`src/rtl/mandel_pkg.sv`:
```
// Shared constants, FSM state type and number-format helper for the
// Mandelbrot render core front end.
package mandel_pkg;

    localparam int WORD_W     = 32;
    localparam int FRAC_W     = 29;
    localparam int FRAME_BITS = 64;

    typedef enum logic [1:0] {
        IDLE,
        SHIFT,
        LOAD,
        WAIT_EN
    } state_t;

    // Sign-magnitude (sign, integer field, fraction field) to two's-complement.
    // A negative zero comes out as 0 because negating 0 yields 0.
    function automatic logic [WORD_W-1:0] sm_to_tc(input logic [WORD_W-1:0] sm);
        logic [WORD_W-1:0] mag;
        mag = {1'b0, sm[WORD_W-2:FRAC_W], sm[FRAC_W-1:0]};
        return sm[WORD_W-1] ? (~mag + {{(WORD_W-1){1'b0}}, 1'b1}) : mag;
    endfunction

endpackage

```
`src/rtl/sync_edge.sv`:
```
// Multi-flop synchroniser with rise/fall detection on the synchronised level.
module sync_edge #(
    parameter int STAGES = 2
) (
    input  logic clk,
    input  logic nrst,
    input  logic din,
    output logic dout,
    output logic rise,
    output logic fall
);

    logic [STAGES-1:0] chain;
    logic              prev;

    // Shift the asynchronous input through the chain and remember the last level.
    always_ff @(posedge clk or negedge nrst) begin
        if (!nrst) begin
            chain <= '0;
            prev  <= 1'b0;
        end else begin
            chain <= {chain[STAGES-2:0], din};
            prev  <= chain[STAGES-1];
        end
    end

    assign dout = chain[STAGES-1];
    assign rise = dout & ~prev;
    assign fall = ~dout & prev;

endmodule

```
`src/rtl/spi_coord_rx.sv`:
```
// Oversampled SPI receiver: collects a 64-bit coordinate frame, converts the
// two sign-magnitude words to two's-complement Q3.29 and offers them to the
// iteration core over a valid/ready handshake.
module spi_coord_rx
    import mandel_pkg::*;
#(
    parameter int SYNC_STAGES = 2
) (
    input  logic              clk,
    input  logic              nrst,
    input  logic              spi_clk,
    input  logic              spi_en,
    input  logic              spi_data,
    input  logic              coord_ready,
    output logic [WORD_W-1:0] c_real,
    output logic [WORD_W-1:0] c_imag,
    output logic              coord_valid,
    output logic              busy,
    output logic              frame_err
);

    localparam int CNT_W = $clog2(FRAME_BITS) + 1;

    logic                   sclk_s, sclk_rise, sclk_fall;
    logic                   en_s, en_rise, en_fall;
    logic [SYNC_STAGES-1:0] data_sync;
    logic                   data_s;

    state_t                  state;
    logic [CNT_W-1:0]        bit_cnt;
    logic [FRAME_BITS-1:0]   shift_reg;
    logic [WORD_W-1:0]       real_tc, imag_tc;

    sync_edge #(.STAGES(SYNC_STAGES)) u_sync_sclk (
        .clk  (clk),
        .nrst (nrst),
        .din  (spi_clk),
        .dout (sclk_s),
        .rise (sclk_rise),
        .fall (sclk_fall)
    );

    sync_edge #(.STAGES(SYNC_STAGES)) u_sync_en (
        .clk  (clk),
        .nrst (nrst),
        .din  (spi_en),
        .dout (en_s),
        .rise (en_rise),
        .fall (en_fall)
    );

    // Data only needs the same delay as spi_clk so it lines up with the strobe.
    always_ff @(posedge clk or negedge nrst) begin
        if (!nrst) begin
            data_sync <= '0;
        end else begin
            data_sync <= {data_sync[SYNC_STAGES-2:0], spi_data};
        end
    end

    assign data_s = data_sync[SYNC_STAGES-1];

    // First bit received sits in the MSB of each word.
    assign real_tc = sm_to_tc(shift_reg[FRAME_BITS-1:WORD_W]);
    assign imag_tc = sm_to_tc(shift_reg[WORD_W-1:0]);

    // Frame FSM with registered outputs and the output handshake.
    always_ff @(posedge clk or negedge nrst) begin
        if (!nrst) begin
            // NOTE: the datapath is reset along with control so that a reset
            // mid-frame leaves c_real/c_imag at 0, not at stale frame data.
            state       <= IDLE;
            bit_cnt     <= '0;
            shift_reg   <= '0;
            c_real      <= '0;
            c_imag      <= '0;
            coord_valid <= 1'b0;
            busy        <= 1'b0;
            frame_err   <= 1'b0;
        end else begin
            // NOTE: later assignments in this block override the defaults
            // below; non-blocking keeps every read on pre-edge values.
            frame_err <= 1'b0;
            if (coord_valid && coord_ready) begin
                coord_valid <= 1'b0;
            end

            case (state)
                IDLE: begin
                    if (en_rise) begin
                        state   <= SHIFT;
                        bit_cnt <= '0;
                        busy    <= 1'b1;
                    end
                end
                SHIFT: begin
                    if (en_fall) begin
                        frame_err <= 1'b1;
                        busy      <= 1'b0;
                        state     <= IDLE;
                    end else if (sclk_rise) begin
                        shift_reg <= {shift_reg[FRAME_BITS-2:0], data_s};
                        bit_cnt   <= bit_cnt + CNT_W'(1);
                        if (bit_cnt == CNT_W'(FRAME_BITS - 1)) begin
                            state <= LOAD;
                        end
                    end
                end
                LOAD: begin
                    c_real      <= real_tc;
                    c_imag      <= imag_tc;
                    coord_valid <= 1'b1;
                    // Previous frame still unclaimed and not leaving this cycle.
                    if (coord_valid && !coord_ready) begin
                        frame_err <= 1'b1;
                    end
                    busy  <= 1'b0;
                    state <= WAIT_EN;
                end
                WAIT_EN: begin
                    if (!en_s) begin
                        state <= IDLE;
                    end
                end
                default: state <= IDLE;
            endcase
        end
    end

endmodule

```
`config.mk`:
```
export PLATFORM = sky130hd
export DESIGN_NAME = spi_coord_rx
export DESIGN_NICKNAME = d
export VERILOG_FILES = /design/src/rtl/mandel_pkg.sv /design/src/rtl/sync_edge.sv /design/src/rtl/spi_coord_rx.sv
export SDC_FILE = /design/constraint.sdc
export NUM_CORES = 1
export LEC_CHECK = 0
export CORE_MARGIN = 4
export CORE_UTILIZATION = 61
export DETAILED_ROUTE_END_ITERATION = 8
export PLACE_DENSITY = 0.85
export SLEW_MARGIN = 15
export SYNTH_ARGS = -nofsm -noshare
export SYNTH_HDL_FRONTEND = slang
export SYNTH_SLANG_ARGS = --single-unit
```
`constraint.sdc`:
```
create_clock -name clk -period 6.8 [get_ports clk]
set_input_delay 0.68 -clock clk [delete_from_list [all_inputs] [get_ports clk]]
set_output_delay 0.68 -clock clk [all_outputs]
set_load 0.005 [all_outputs]
```
==> flow_summary_export.csv, run 1 <==
group,metric,value,unit
logic_synthesis,yosysMostFrequentCell,"dfrtp_1",
drt,antenna_left,0,
logic_synthesis,syn-cell-area,6948,um2
pwr,switchingPower,605.2,uW
pwr,combPwrFrac,14.0,%
global_route,grt-ovfl-total,0,
clocking,clkSinkCount,148,
timing,clock.fmax,374.8,MHz
clocking,cts_hold_buffers,0,
hold_path,min_path_type,"input port to async pin",
global_route,grt_pass1_vias,5212,
drt,wire_per_inst,17.91,um
timing,whs,0.2387,ns
clocking,clk_pin_slew_worst_paths,0.06,ns
timing,tns,0,ns
final_layout,syn2layout_area_growth,20.55,%
die,die_w,114.7,um
worst_setup_path,worst_setup_path_start_kind,"flop",
timing,worst_pin_slew,0.9851,ns
global_route,grt_pass1_wl,25500,um
logic_synthesis,synth-edff-count,0,
clocking,postCtsResizedCells,0,
pwr,p_sw_share,26.62,%
timing,fin_crit,2.668,ns
clocking,post_cts_buffers,0,
timing,finalMaxSlewViolations,0,
worst_setup_path,reg2reg_depth,5,
logic_synthesis,synth_compound_area_share,13.29,%
logic_synthesis,ys_seq_elements,148,
pwr,vdd_drop_max,0.0001653,V
global_route,grt_usage,24.31,%
clocking,cts_tree,"done",
clocking,htreeDepth,4,
clocking,cts_made_buffers,17,
logic_synthesis,avgSynthCellArea,11.10,um2
final_layout,drive_gt1_share,17.44,%
logic_synthesis,synth-xor-area-share,7.185,%
global_route,grt_max_degree,87,
drt,via_per_inst,5.963,
die,fp.coreArea,10980,um2
worst_setup_path,critical_path_class,"flop to flop",
timing,rsz0062_at_grt,"false",
logic_synthesis,synth.largest_area_cell,"dfrtp_1",
worst_setup_path,critPathArrivalTime,2.94,ns
drt,first_iter_violations,361,
logic_synthesis,synthTopCellsByCount,"148 x dfrtp_1, 67 x nor2_1, 66 x a21oi_1",
clocking,max-clock-path-buffers,2,
worst_setup_path,critPathMaxFanout,17,
pwr,power_frac_seq,42.3,%
pwr,pwr_density_cell,271.5,nW/um2
timing,relSlewSlack,34.33,%
timing,setup_viol_count_final,0,
logic_synthesis,postSynthNetCount,640,
drt,route.detailed.drc,0,
die,die_h,114.7,um
place,place.gp.congestion,0.7690,
logic_synthesis,synthMuxAreaShare,10.62,%
worst_setup_path,end_kind,"flop",
timing,clock_skew,0.008461,ns
pwr,leakage,0.003945,uW
clocking,cts-root-buf,"clkbuf_16",
pwr,finalPower,2274,uW
logic_synthesis,ys_types,42,
logic_synthesis,synthDominantCellAreaShare,53.30,%
place,portBuffers,72,
pwr,cellInternalPower,1668,uW
clocking,clkLatencyLatePin,0.42,ns
timing,hold_viol,0,
die,io_pins,73,
logic_synthesis,synth_warnings,0,
logic_synthesis,synth_top_flop_cell,"dfrtp_1",
final_layout,largest_reg_flops,64,
drt,routed_wl,14940,um
timing,fin_crit_sh,39.24,%
outcome,status,"completed",
die,initial_core_util,63.26,%
final_layout,nets,696,
logic_synthesis,synthCells,626,
drt,drt-pass1-iter-count,4,
final_layout,num_antenna_cells,0,
die,die-area,13160,um2
logic_synthesis,synth_top_family_by_area,"compound AO/OA/AOI/OAI gates",
logic_synthesis,synth_fa_ha_area_share,1.585,%
global_route,antenna_found_initial,0,
logic_synthesis,synthArstFlopShare,100.0,%
place,hpwl,9106,um
logic_synthesis,synth.area.top_cells,"dfrtp_1 53%, mux2_2 10%, xor2_1 6.9%",
worst_setup_path,required,7.07,ns
drt,vias,4973,
die,std_cell_rows,38,
logic_synthesis,ys_seq_area_share,53.30,%
logic_synthesis,synthSimpleGateAreaFrac,10.97,%
flow_run,cap_violations,0,
pwr,clkPwrFrac,43.7,%
power by group through the flow:
| stage | Clock (uW) | Combinational [uW] | Sequential [uW] |
|---|---|---|---|
| floorplan | 0 | 241 | 966 |
| global placement | 0 | 292 | 972 |
| detailed placement | 0 | 306 | 977 |
| CTS | 997 | 313 | 961 |
| global route | 1040 | 347 | 970 |
| finish | 993 | 317 | 963 |
cell type report:
type	instances	area, um2
Inverter	13	48.80
Sequential cell	148	3705
Fill cell	715	2608
Multi-Input combinational cell	426	3050
Tap cell	140	175.2
Clock inverter	10	153.9
Timing Repair Buffer	76	772.0
Clock buffer	21	470.5
cells by family after synthesis:
| group | Yosys count |
|---|---|
| mux | 66 |
| xor+xnor | 57 |
| fa+ha+maj | 9 |
| flops | 148 |
| compound gates | 140 |
| simple gates | 154 |
| buf+inv | 52 |
critical path: stages (launching register included):
cell	delay, ns
dfrtp_1	0.43
or4_1	0.56
or3_1	0.66
o41ai_1	0.55
xor2_1	0.22
a21oi_1	0.09
cells in the final DEF, fill, tap and decap left out, types with 9 or more instances in the layout:
cell type,count
o41ai_2,10
o21ai_0,23
o41ai_1,12
xor2_1,55
or3_1,11
or4_1,9
o31ai_1,18
dfrtp_1,147
nand3_1,10
mux2_2,62
clkdlybuf4s50_1,71
a21oi_1,66
inv_1,13
nor2_1,67
nand2_1,23
clkbuf_16,17
per-layer routing:
layer | share of wire [%] | vias up | global-route usage, %
li1 | - | 2341 | -
met1 | 42 | 2476 | 31.29
met2 | 51 | 130 | 40.16
met3 | 4.6 | 26 | 6.290
met4 | 2.0 | 0 | 8.764
met5 | 0 | - | 0
metrics by stage:
stage | setup slack [ns] | util (%) | cell area (um2) | std cells
after floorplan | 4.534 | - | 6948 | 626
after detailed placement | 4.150 | 70.31 | 7722 | 802
after global placement | 4.230 | 70.31 | 7722 | 802
after global routing | 4.008 | 76.26 | 8376 | 834
final | 4.132 | 76.26 | 8376 | 834
after CTS | 4.126 | 76.00 | 8347 | 833
final timing paths:
path                                from       endpoint  slack (ns)
max                        shift_reg[10]     c_imag[27]        4.13
min                                 nrst     bit_cnt[2]        0.24
max reg2reg                shift_reg[10]     c_imag[27]        4.13
min reg2reg                 data_sync[0]   data_sync[1]        0.35
max in group asynchronous           nrst  shift_reg[31]        5.44
min in group clk            data_sync[0]   data_sync[1]        0.35
(Power assumes the default switching activity.)
==> inputs of run 2 (changes only) <==
- CORE_UTILIZATION: 61 -> 57
- PLACE_DENSITY: 0.85 -> 0.8
- clock period: 6.8 -> 2.7 ns (I/O delays scaled with it)
==> run 2 against run 1 <==
  * Non-clock buffer count up 9
  * Sequential cell count unchanged
  * Highest routed layer unchanged
  * Hold slack better by 0.058 ns
  * Clock skew down 0.0010 ns
  * Largest power group unchanged
  * Largest cell class unchanged
==> flow_summary_export.csv, run 2 (synthesized netlist as in run 1, its figures left out) <==
group,metric,value,unit
clocking,postCtsResizedCells,0,
clocking,cts-root-buf,"clkbuf_16",
worst_setup_path,end_kind,"flop",
final_layout,nets,705,
drt,wire_per_inst,16.37,um
clocking,clkSinkCount,148,
pwr,finalPower,5771,uW
die,fp.coreArea,11960,um2
clocking,cts_made_buffers,17,
drt,vias,4900,
final_layout,layout_common_cells,"148 x dfrtp_1, 71 x clkdlybuf4s50_1, 67 x nor2_1, 66 x a21oi_1, 62 x mux2_2",
clocking,max-clock-path-buffers,2,
worst_setup_path,critPathMaxFanout,12,
timing,fin_crit,2.484,ns
timing,setup_viol_count_final,0,
pwr,vdd_drop_max,0.0004285,V
place,portBuffers,72,
worst_setup_path,critical_path_class,"flop to flop",
clocking,clkLatencyLatePin,0.42,ns
die,io_pins,73,
drt,antenna_left,0,
place,place_inst,818,
pwr,pwr_density_cell,680.1,nW/um2
global_route,grt_max_degree,73,
place,hpwl,9303,um
drt,first_iter_violations,353,
final_layout,largest_reg_flops,64,
worst_setup_path,critPathArrivalTime,2.77,ns
drt,routed_wl,13930,um
timing,clock_skew,0.007458,ns
timing,clock.fmax,402.6,MHz
global_route,grt-ovfl-total,0,
global_route,grt_pass1_vias,5098,
timing,hold_viol,0,
global_route,grt_pass1_wl,24500,um
place,place.gp.congestion,0.8464,
die,die_w,118.4,um
timing,finalMaxSlewViolations,0,
die,initial_core_util,58.09,%
clocking,htreeDepth,4,
outcome,status,"completed",
timing,tns,0,ns
hold_path,min_path_type,"input port to flop",
timing,whs,0.2972,ns
clocking,cts_hold_buffers,1,
global_route,grt_usage,21.13,%
final_layout,drive_gt1_share,18.32,%
timing,fin_ws,0.2164,ns
flow_run,cap_violations,0,
timing,rsz0062_at_grt,"false",
final_layout,final_common_cell,"dfrtp_1",
clocking,post_cts_buffers,0,
clocking,cts_tree,"done",
global_route,antenna_found_initial,0,
timing,fin_crit_sh,91.99,%
final_layout,final_cells,851,
pwr,leakage,0.003991,uW
drt,route.detailed.drc,0,
place,pre_cts_ws,0.2295,ns
timing,worst_pin_slew,0.9956,ns
die,die-area,14020,um2
worst_setup_path,required,2.99,ns
die,die_h,118.4,um
final_layout,fillers,850,
drt,via_per_inst,5.758,
die,std_cell_rows,40,
timing,relSlewSlack,33.63,%
clocking,clk_pin_slew_worst_paths,0.06,ns
final_layout,syn2layout_area_growth,22.13,%
drt,drt-pass1-iter-count,4,
worst_setup_path,worst_setup_path_start_kind,"flop",
final_layout,num_antenna_cells,0,
run 2: metrics by stage:
step | instance area (um2) | util (%)
2_1_floorplan | 6948 | -
6_report | 8486 | 70.94
3_3_place_gp | 7836 | 65.51
5_1_grt | 8486 | 70.94
4_1_cts | 8486 | 70.94
3_5_place_dp | 7836 | 65.51
run 2: area by class of cell:
| cell class | count | area [um2] | share of cell area [%] |
|---|---|---|---|
| flip-flops and latches | 148 | 3704 | 43.64 |
| multi-input cells | 426 | 3050 | 35.95 |
| repair buffers | 85 | 859.6 | 10.13 |
| clock buffers | 18 | 429.2 | 5.058 |
| clock inverters | 14 | 210.2 | 2.477 |
| well taps | 147 | 183.9 | 2.167 |
| inverters | 13 | 48.80 | 0.5751 |
run 2: worst max-delay path, stage by stage, from the launching register on:
cell and delay [ns]:
dfrtp_1 0.42, or4_4 0.58, or4_4 0.62, or4_1 0.49, o211ai_1 0.16, o21ai_1 0.09
run 2: path summary, 6_finish.rpt:
path / from / endpoint / slack, ns / cells after the start
hold reg to reg: data_sync[0] / data_sync[1] / 0.35 / 0
hold / removal: spi_clk / u_sync_sclk.chain[0] / 0.30 / 1
setup / recovery: shift_reg[6] / c_imag[31] / 0.22 / 5
max in group asynchronous: nrst / bit_cnt[5] / 1.49 / 3
setup reg to reg: shift_reg[6] / c_imag[31] / 0.22 / 5
min in group asynchronous: nrst / c_imag[18] / 0.44 / 2
run 2: routing by layer:
metal  GRT usage [%]  part of all wire, %  vias to the layer above
li1                -                    -                     2369
met1           27.38                   45                     2438
met2           35.66                   51                       77
met3           5.072                  3.1                       16
met4           6.010                 0.98                        0
met5               0                    0                        -
run 2: power breakdown:
part	internal, uW	leakage [uW]	switching, uW
Combinational	314	0.00165	508
Sequential	2310	0.00204	111
Clock	1630	0.000306	893
Total	4260	0.00399	1510
==> inputs of run 3 (changes only) <==
- SLEW_MARGIN: 15 -> 20
==> results of run 3 <==
Same layout as run 2: the final DEF is identical, and so are final timing and power.
